### src/rtl/arb_pkg.sv
// Shared types and constants for the 4-requester round-robin arbiter.
package arb_pkg;
  localparam int NREQ  = 4;
  localparam int IDX_W = 2;

  typedef enum logic {
    ARB_IDLE = 1'b0,
    ARB_BUSY = 1'b1
  } arb_state_e;
endpackage

### src/rtl/rr_pick4.sv
// Combinational rotating-priority pick: first set request at or after ptr, wrapping 3->0.
module rr_pick4
  import arb_pkg::*;
(
  input  logic [NREQ-1:0]  req,
  input  logic [IDX_W-1:0] ptr,
  output logic [IDX_W-1:0] idx,
  output logic             any
);

  logic [2*NREQ-1:0] req_dbl;
  logic [NREQ-1:0]   req_rot;
  logic [IDX_W-1:0]  rot_idx;

  // Doubling the vector turns the rotate into a plain right shift.
  assign req_dbl = {req, req};
  assign req_rot = NREQ'(req_dbl >> ptr);

  always_comb begin
    // NOTE: default first so every path assigns rot_idx; otherwise a latch is inferred.
    rot_idx = '0;
    if (req_rot[0])      rot_idx = 2'd0;
    else if (req_rot[1]) rot_idx = 2'd1;
    else if (req_rot[2]) rot_idx = 2'd2;
    else if (req_rot[3]) rot_idx = 2'd3;
  end

  // Undo the rotation; the 2-bit sum wraps mod 4 by itself.
  assign idx = rot_idx + ptr;
  assign any = |req;

endmodule

### src/rtl/arb4_rr.sv
// Round-robin arbiter, 4 level requesters, registered one-hot grant plus index/valid.
// Optional owner timeout with preemption is enabled by defining ARB_TIMEOUT_EN.
module arb4_rr
  import arb_pkg::*;
#(
  parameter int MAX_HOLD = 8,
  parameter int HOLD_W   = 8
) (
  input  logic             clk,
  input  logic             rst,
  input  logic [NREQ-1:0]  req,
  output logic [NREQ-1:0]  gnt,
  output logic [IDX_W-1:0] gnt_idx,
  output logic             gnt_vld,
  output logic             preempt
);

  if (MAX_HOLD < 1 || MAX_HOLD > 255 || (1 << HOLD_W) <= MAX_HOLD) begin : g_bad_cfg
    $error("arb4_rr: MAX_HOLD must be 1..255 and fit in HOLD_W bits");
  end

  arb_state_e       state, state_next;
  logic [NREQ-1:0]  gnt_next;
  logic [IDX_W-1:0] idx_next;
  logic [IDX_W-1:0] ptr, ptr_next;
  logic [IDX_W-1:0] pick_idx;
  logic             pick_any;
  logic             release_hit;
  logic             timeout_hit;

  rr_pick4 u_pick (
    .req (req),
    .ptr (ptr),
    .idx (pick_idx),
    .any (pick_any)
  );

  assign release_hit = ~req[gnt_idx];
  assign gnt_vld     = |gnt;

`ifdef ARB_TIMEOUT_EN
  localparam logic [HOLD_W-1:0] HOLD_LAST = HOLD_W'(MAX_HOLD - 1);

  logic [HOLD_W-1:0] hold_cnt, hold_next;
  logic              preempt_q, preempt_next;

  // Timeout only bites when someone else is actually waiting.
  assign timeout_hit = (hold_cnt == HOLD_LAST) && |(req & ~gnt);
  assign preempt     = preempt_q;
`else
  assign timeout_hit = 1'b0;
  assign preempt     = 1'b0;
`endif

  always_comb begin
    state_next = state;
    gnt_next   = gnt;
    idx_next   = gnt_idx;
    ptr_next   = ptr;
`ifdef ARB_TIMEOUT_EN
    hold_next    = hold_cnt;
    preempt_next = 1'b0;
`endif
    case (state)
      ARB_IDLE: begin
        if (pick_any) begin
          state_next = ARB_BUSY;
          gnt_next   = NREQ'(1) << pick_idx;
          idx_next   = pick_idx;
`ifdef ARB_TIMEOUT_EN
          hold_next  = '0;
`endif
        end else begin
          gnt_next = '0;
          idx_next = '0;
        end
      end
      ARB_BUSY: begin
        // Release and timeout both go through IDLE, so every handover has a dead cycle.
        if (release_hit || timeout_hit) begin
          state_next = ARB_IDLE;
          gnt_next   = '0;
          idx_next   = '0;
          ptr_next   = gnt_idx + IDX_W'(1);
`ifdef ARB_TIMEOUT_EN
          preempt_next = timeout_hit & ~release_hit;
`endif
        end else begin
`ifdef ARB_TIMEOUT_EN
          if (hold_cnt != '1) hold_next = hold_cnt + HOLD_W'(1);
`endif
        end
      end
      default: state_next = ARB_IDLE;
    endcase
  end

  // NOTE: non-blocking assignments so every register samples pre-edge values together.
  always_ff @(posedge clk or posedge rst) begin
    if (rst) begin
      state   <= ARB_IDLE;
      gnt     <= '0;
      gnt_idx <= '0;
      ptr     <= '0;
    end else begin
      state   <= state_next;
      gnt     <= gnt_next;
      gnt_idx <= idx_next;
      ptr     <= ptr_next;
    end
  end

`ifdef ARB_TIMEOUT_EN
  always_ff @(posedge clk or posedge rst) begin
    if (rst) begin
      hold_cnt  <= '0;
      preempt_q <= 1'b0;
    end else begin
      hold_cnt  <= hold_next;
      preempt_q <= preempt_next;
    end
  end
`endif

endmodule

### config.mk
export PLATFORM = sky130hd
export DESIGN_NAME = arb4_rr
export DESIGN_NICKNAME = d
export VERILOG_FILES = /design/src/rtl/arb_pkg.sv /design/src/rtl/rr_pick4.sv /design/src/rtl/arb4_rr.sv
export SDC_FILE = /design/constraint.sdc
export NUM_CORES = 1
export LEC_CHECK = 0
export ABC_AREA = 0
export CAP_MARGIN = 20
export CORE_MARGIN = 2
export CORE_UTILIZATION = 48
export CTS_CLUSTER_DIAMETER = 100
export DETAILED_ROUTE_END_ITERATION = 6
export GPL_ROUTABILITY_DRIVEN = 0
export GPL_TIMING_DRIVEN = 0
export MAX_ROUTING_LAYER = met4
export PLACE_DENSITY = 0.79
export SLEW_MARGIN = 10
export SYNTH_ARGS = -nofsm -noshare
export SYNTH_HDL_FRONTEND = slang
export SYNTH_HIERARCHICAL = 1
export SYNTH_SLANG_ARGS = --single-unit
### constraint.sdc
create_clock -name clk -period 2.7 [get_ports clk]
set_input_delay 0.27 -clock clk [delete_from_list [all_inputs] [get_ports clk]]
set_output_delay 0.27 -clock clk [all_outputs]
set_load 0.02 [all_outputs]
=== Yosys cells after proc, flatten, opt, wreduce, memory -nomap -nowiden ===
Cells that the tools add are included.

* Add/sub/neg operators: 2
* $lt $le $gt $ge: 1
* Equal/unequal tests: 1
* Shift-type cells: 2
* Mux-type cells: 15
* Bitwise gates (word level): 2
* Reduce and logical (&&, ||, !) cells: 3

{| class="wikitable"
|+ Operator list
! kind !! number
|-
| 2-bit two-way mux || 6
|-
| 4-bit two-way mux || 2
|-
| 4-bit one-hot mux with 2 select lines || 1
|-
| 4-bit OR reduction || 2
|-
| 8-bit by 2-bit >> shifter with 4-bit output || 1
|-
| 2-bit one-hot mux with 2 select lines || 1
|-
| 1-bit by 2-bit << shifter with 4-bit output, first input constant || 1
|-
| 2-bit by 3-bit less-than comparator with 1-bit output, second input constant || 1
|-
| 1-bit two-way mux || 3
|-
| 2-bit by 1-bit adder with 2-bit output, second input constant || 1
|-
| 2-bit adder || 1
|-
| 1-bit binary-select mux with 2-bit select || 1
|-
| 2-bit != test, second input constant || 1
|-
| 1-bit NOT || 2
|-
| 1-bit one-hot mux with 2 select lines || 1
|-
| 2-bit AND reduction || 1
|}

* Flip-flop bits (word level): 9
* Input bits: 6
* Output and inout port bits: 8
* Logic and storage cells: 30

=== Logic depth before layout (Yosys ltp) ===
* Word-level depth: 9
* Gate-level depth with buffers: 10

=== By module ===
Netlist, hierarchy kept.

{| class="wikitable"
|+ By module, submodules not included
! module !! times used !! cells an instance !! area each (sq um) !! sequential area each (sq um)
|-
| arb4_rr || 1 || 42 || 457.9 || 225.2
|-
| rr_pick4 || 1 || 27 || 178.9 || 0.0
|}

=== Least setup slack after synthesis ===
Ideal clock, no wire load.

* Path type: reg2reg
* Start point: register ptr[0]
* End point: register gnt[1]
* Setup time: 0.121 ns
* Arrival time: 1.756 ns
* Required time: 2.579 ns
* Slack: 0.823 ns
* Cell stages (with the launch flop): 11
* Buffers on the path: 1
* Clock period less this slack: 1.877 ns
* Cells stage by stage: dfrtp_1 -> buf_4 -> nand2_1 -> nor2_1 -> o21ai_0 -> o211ai_1 -> ha_1 -> xor2_1 -> xnor2_1 -> nor2_1 -> a22o_1

* Longest elaborated chain between the ends: 9

{| class="wikitable"
|+ Ends and longest elaborated chain
! element !! RTL line !! RTL
|-
| from (decl) || arb4_rr.sv:25 || <nowiki>logic [IDX_W-1:0] ptr, ptr_next;</nowiki>
|-
| from (signal assigned) || arb4_rr.sv:109 || <nowiki>ptr <= ptr_next;</nowiki>
|-
| 8-bit by 2-bit >> shifter with 4-bit output || rr_pick4.sv:17 || <nowiki>assign req_rot = NREQ'(req_dbl >> ptr);</nowiki>
|-
| 2-bit two-way mux || rr_pick4.sv:25 || <nowiki>else if (req_rot[3]) rot_idx = 2'd3;</nowiki>
|-
| 2-bit two-way mux || rr_pick4.sv:24 || <nowiki>else if (req_rot[2]) rot_idx = 2'd2;</nowiki>
|-
| 2-bit two-way mux || rr_pick4.sv:23 || <nowiki>else if (req_rot[1]) rot_idx = 2'd1;</nowiki>
|-
| 2-bit two-way mux || rr_pick4.sv:22 || <nowiki>if (req_rot[0]) rot_idx = 2'd0;</nowiki>
|-
| 2-bit adder * || rr_pick4.sv:29 || <nowiki>assign idx = rot_idx + ptr;</nowiki>
|-
| net pick_idx[1] || arb4_rr.sv:26 || <nowiki>logic [IDX_W-1:0] pick_idx;</nowiki>
|-
| 1-bit by 2-bit << shifter with 4-bit output * || arb4_rr.sv:68 || <nowiki>gnt_next = NREQ'(1) << pick_idx;</nowiki>
|-
| 4-bit two-way mux * || arb4_rr.sv:66 || <nowiki>if (pick_any) begin</nowiki>
|-
| 4-bit one-hot mux with 2 select lines * || arb4_rr.sv:64 || <nowiki>case (state)</nowiki>
|-
| to (signal assigned) || arb4_rr.sv:107 || <nowiki>gnt <= gnt_next;</nowiki>
|-
| to (decl) || arb4_rr.sv:12 || <nowiki>output logic [NREQ-1:0] gnt,</nowiki>
|}

The timed path passes the listed nets; every way through them passes the cells marked *.
A chain may end at the register's enable or synchronous reset.

=== Worst setup path after layout ===
* Start point: input req[2]
* End point: register gnt[1]

* Longest elaborated chain between the ends: 9

{| class="wikitable"
|+ Ends and longest elaborated chain
! element !! RTL line !! RTL
|-
| from (decl) || arb4_rr.sv:11 || <nowiki>input logic [NREQ-1:0] req,</nowiki>
|-
| 8-bit by 2-bit >> shifter with 4-bit output * || rr_pick4.sv:17 ||
|-
| 2-bit two-way mux || rr_pick4.sv:25 ||
|-
| 2-bit two-way mux || rr_pick4.sv:24 ||
|-
| 2-bit two-way mux || rr_pick4.sv:23 ||
|-
| 2-bit two-way mux * || rr_pick4.sv:22 ||
|-
| 2-bit adder * || rr_pick4.sv:29 ||
|-
| net pick_idx[1] || arb4_rr.sv:26 ||
|-
| 1-bit by 2-bit << shifter with 4-bit output * || arb4_rr.sv:68 ||
|-
| 4-bit two-way mux * || arb4_rr.sv:66 ||
|-
| 4-bit one-hot mux with 2 select lines * || arb4_rr.sv:64 ||
|}

The timed path passes the listed nets; every way through them passes the cells marked *. The select of a mux whose other input is x is not followed.

==> results.tsv <==
stage	metric	value	unit
setup_path	CP Launch Type	input pin	
global_route	first-pass GRT wire length	2.14	mm
floorplanning	I/O pin count	14	
timing	Fin Setup TNS	0	ns
final_layout	layout cells sized above 1	11.8	%
power	power share of the combinational group	57.3	%
floorplanning	die span in x	40.4	µm
routing	DRC	0	
routing	wire per inst	14.2	µm
timing	final hold vios	0	
final_layout	Final #Nets	93	
global_route	vias in the first global route	473	
clock_tree	CTS Root Buffer Type	clkbuf_4	
clock_tree	CTS Hold Buffers Added	0	
timing	Max Freq	448	MHz
power	Max VDD drop	555	µV
final_layout	antenna cells	0	
routing	post-route ant nets	0	
placed_design	Detail Placement HPWL	1.01	mm
status	status	finished, final reports clean	
clock_tree	Inserted Clock Buffers	3	
final_layout	most frequent cells in the layout	12 x clkdlybuf4s50_1, 9 x dfrtp_1, 5 x nand2b_1	
setup_path	CP Cell Sequence	clkdlybuf4s50_1 > nor2_1 > nor3_1 > a21oi_1 > o211ai_1 > ha_1 > xor2_1 > xnor2_1 > nor2_1 > a22o_1	
setup_path	critical path's slowest cell	clkdlybuf4s50_1	
setup_path	maximum fanout along the worst path	10	
logic_synthesis	Synth Instances	69	
timing	final setup fails	0	
setup_path	CP required	2.84	ns
timing	Layout Skew	0.00346	ns
worst_hold_path	HP Class	input pin to asynchronous set/reset pin	
placed_design	port bufs	12	
setup_path	Crit. End Element	flop	
clock_tree	clock slew at reported path FFs	0.06	ns
routing	routed vias/inst	5.73	
logic_synthesis	Seq cells post-synth	9	
global_route	grt ovf	0	
logic_synthesis	ys flop type	dfrtp_1	
power	sequential share of power	30.8	%
routing	via count	573	
logic_synthesis	Post-Syn Area	637	µm²
global_route	largest net degree at the start of global routing	11	
power	clock power share	11.9	%
power	sw frac	43.8	%
routing	Initial DRC Count	9	
timing	Final Slew Violations	0	
logic_synthesis	sequential share of the synthesized area	35.4	%
floorplanning	Die Span Y	40.4	µm
logic_synthesis	Mapped Avg Cell Area	9.23	µm²
timing	Period minus WS final	2.23	ns
clock_tree	clock buffer depth	2	
final_layout	FILL cells	116	
logic_synthesis	Ys Warns	6	
global_route	GR Util All Layers	20.5	%
floorplanning	Die Footprint	0.00163	mm²
routing	drt total wl	1.42	mm
power	Psw	385	µW
logic_synthesis	Post-synth EDFFs	0	
logic_synthesis	syn_nets	76	
global_route	initial antenna violation count	0	
floorplanning	CORE AREA	0.00127	mm²
power	Pwr Total	879	µW
job	Max Cap Viol	0	
setup_path	critical setup path kind	input pin to flop	
final_layout	Syn-to-layout area delta	25.9	%
power	pwr dens	1100	mW/mm²
setup_path	CP dominant cell by count	nor2_1	
logic_synthesis	fraction of registers with async set/reset	100	%
routing	first drt pass iteration count	4	
timing	final worst path period share	82.6	%
floorplanning	Initial Util	50.2	%
clock_tree	H-tree depth	1	
setup_path	max incr delay on CP	0.61	ns
floorplanning	Row Count	13	
clock_tree	CTS tree	yes	
power	Internal	494	µW
timing	hold_ws	0.269	ns
clock_tree	CTS resizes	0	
clock_tree	clock latency at the later pin of the worst-skew pair	0.26	ns
timing	RSZ-0062 raised after global routing	no	
power	cell leakage power	0.000339	µW
clock_tree	setup repair bufs after CTS	0	
clock_tree	Sinks on Clock Net	9	
setup_path	Critical Path AT	2.38	ns
logic_synthesis	synth unique cells	35	
final_layout	commonest non-fill, non-tap cell in the layout	clkdlybuf4s50_1	
flip-flops by register name, indices dropped and copies added, names as in the netlist:
name,count
gnt,4
gnt_idx,2
ptr,2
state,1
power groups by stage:
stage | Clock [µW] | Combinational [µW] | Sequential, µW
after floorplan | 0 | 328 | 286
after detailed placement | 0 | 498 | 271
final | 104 | 504 | 271
after global routing | 115 | 552 | 279
after global placement | 0 | 487 | 269
after CTS | 109 | 503 | 270
final timing paths:
check	from	end	slack (ns)	cells past startpoint
worst min register to register	gnt[0]	gnt[0]	0.51	1
max in group asynchronous	rst	gnt[1]	2.17	2
worst max-delay path	req[2]	gnt[1]	0.47	10
min in group clk	gnt[0]	gnt[0]	0.51	1
worst max register to register	ptr[0]	gnt[1]	0.60	10
worst min-delay path	rst	gnt_idx[0]	0.27	2
cell usage after synthesis (all sizes together) (2+ instances only):
cell	count	area share [%]
nand2b	5	4.9
nor3	3	2.4
o21ai	4	3.1
nand2	4	2.4
nor2	4	2.4
buf	2	2.4
inv	4	2.4
a22o	2	2.9
a31oi	2	2.0
o2bb2ai	2	3.7
mux2i	3	4.7
nor3b	2	2.4
a21oi	4	3.1
dfrtp	9	35
metal layers:
layer	vias up	global-route usage, %	share of wire (%)
met5	-	-	0
met4	0	10.0	0.98
met3	2	3.33	3.6
met2	9	29.4	49
met1	274	27.6	46
li1	288	-	-
critical path: cells and delay by family:
family / cells / cell delay (ns)
xor+xnor: 2 / 0.47
fa+ha+maj: 1 / 0.21
compound gates: 3 / 0.44
simple gates: 3 / 0.39
buf+inv: 1 / 0.61
kinds of logic after synthesis:
kind of cell             count (synthesis)  synth area share (%)
adder cells (fa/ha/maj)                  1                  1.96
AO/OA/AOI/OAI                           21                  25.0
AND/OR/NAND/NOR                         25                  22.6
other                                    1                 0.589
multiplexers                             4                  7.07
XOR/XNOR                                 2                  2.75
flip-flops                               9                  35.4
buffers and inverters                    6                  4.71
per-stage QoR:
| step | setup slack (ns) | std cells | utilization, % | instance area (µm²) |
|---|---|---|---|---|
| floorplan | 0.823 | 69 | - | 637 |
| global placement | 0.287 | 96 | 61.1 | 776 |
| detailed placement | 0.261 | 96 | 61.1 | 776 |
| CTS | 0.508 | 100 | 63.2 | 802 |
| global route | 0.340 | 100 | 63.2 | 802 |
| finish | 0.469 | 100 | 63.2 | 802 |
layout make-up:
type                       count  area [µm²]  share of cell area [%]
buffer                         2        15.0                    1.87
clock buffer                   4        26.3                    3.28
inverter                       4        15.0                    1.87
timing repair buffer          12         120                    15.0
tap                           15        18.8                    2.34
sequential                     9         225                    28.1
multi-input combinational     54         382                    47.6
(Power assumes the default switching activity.)
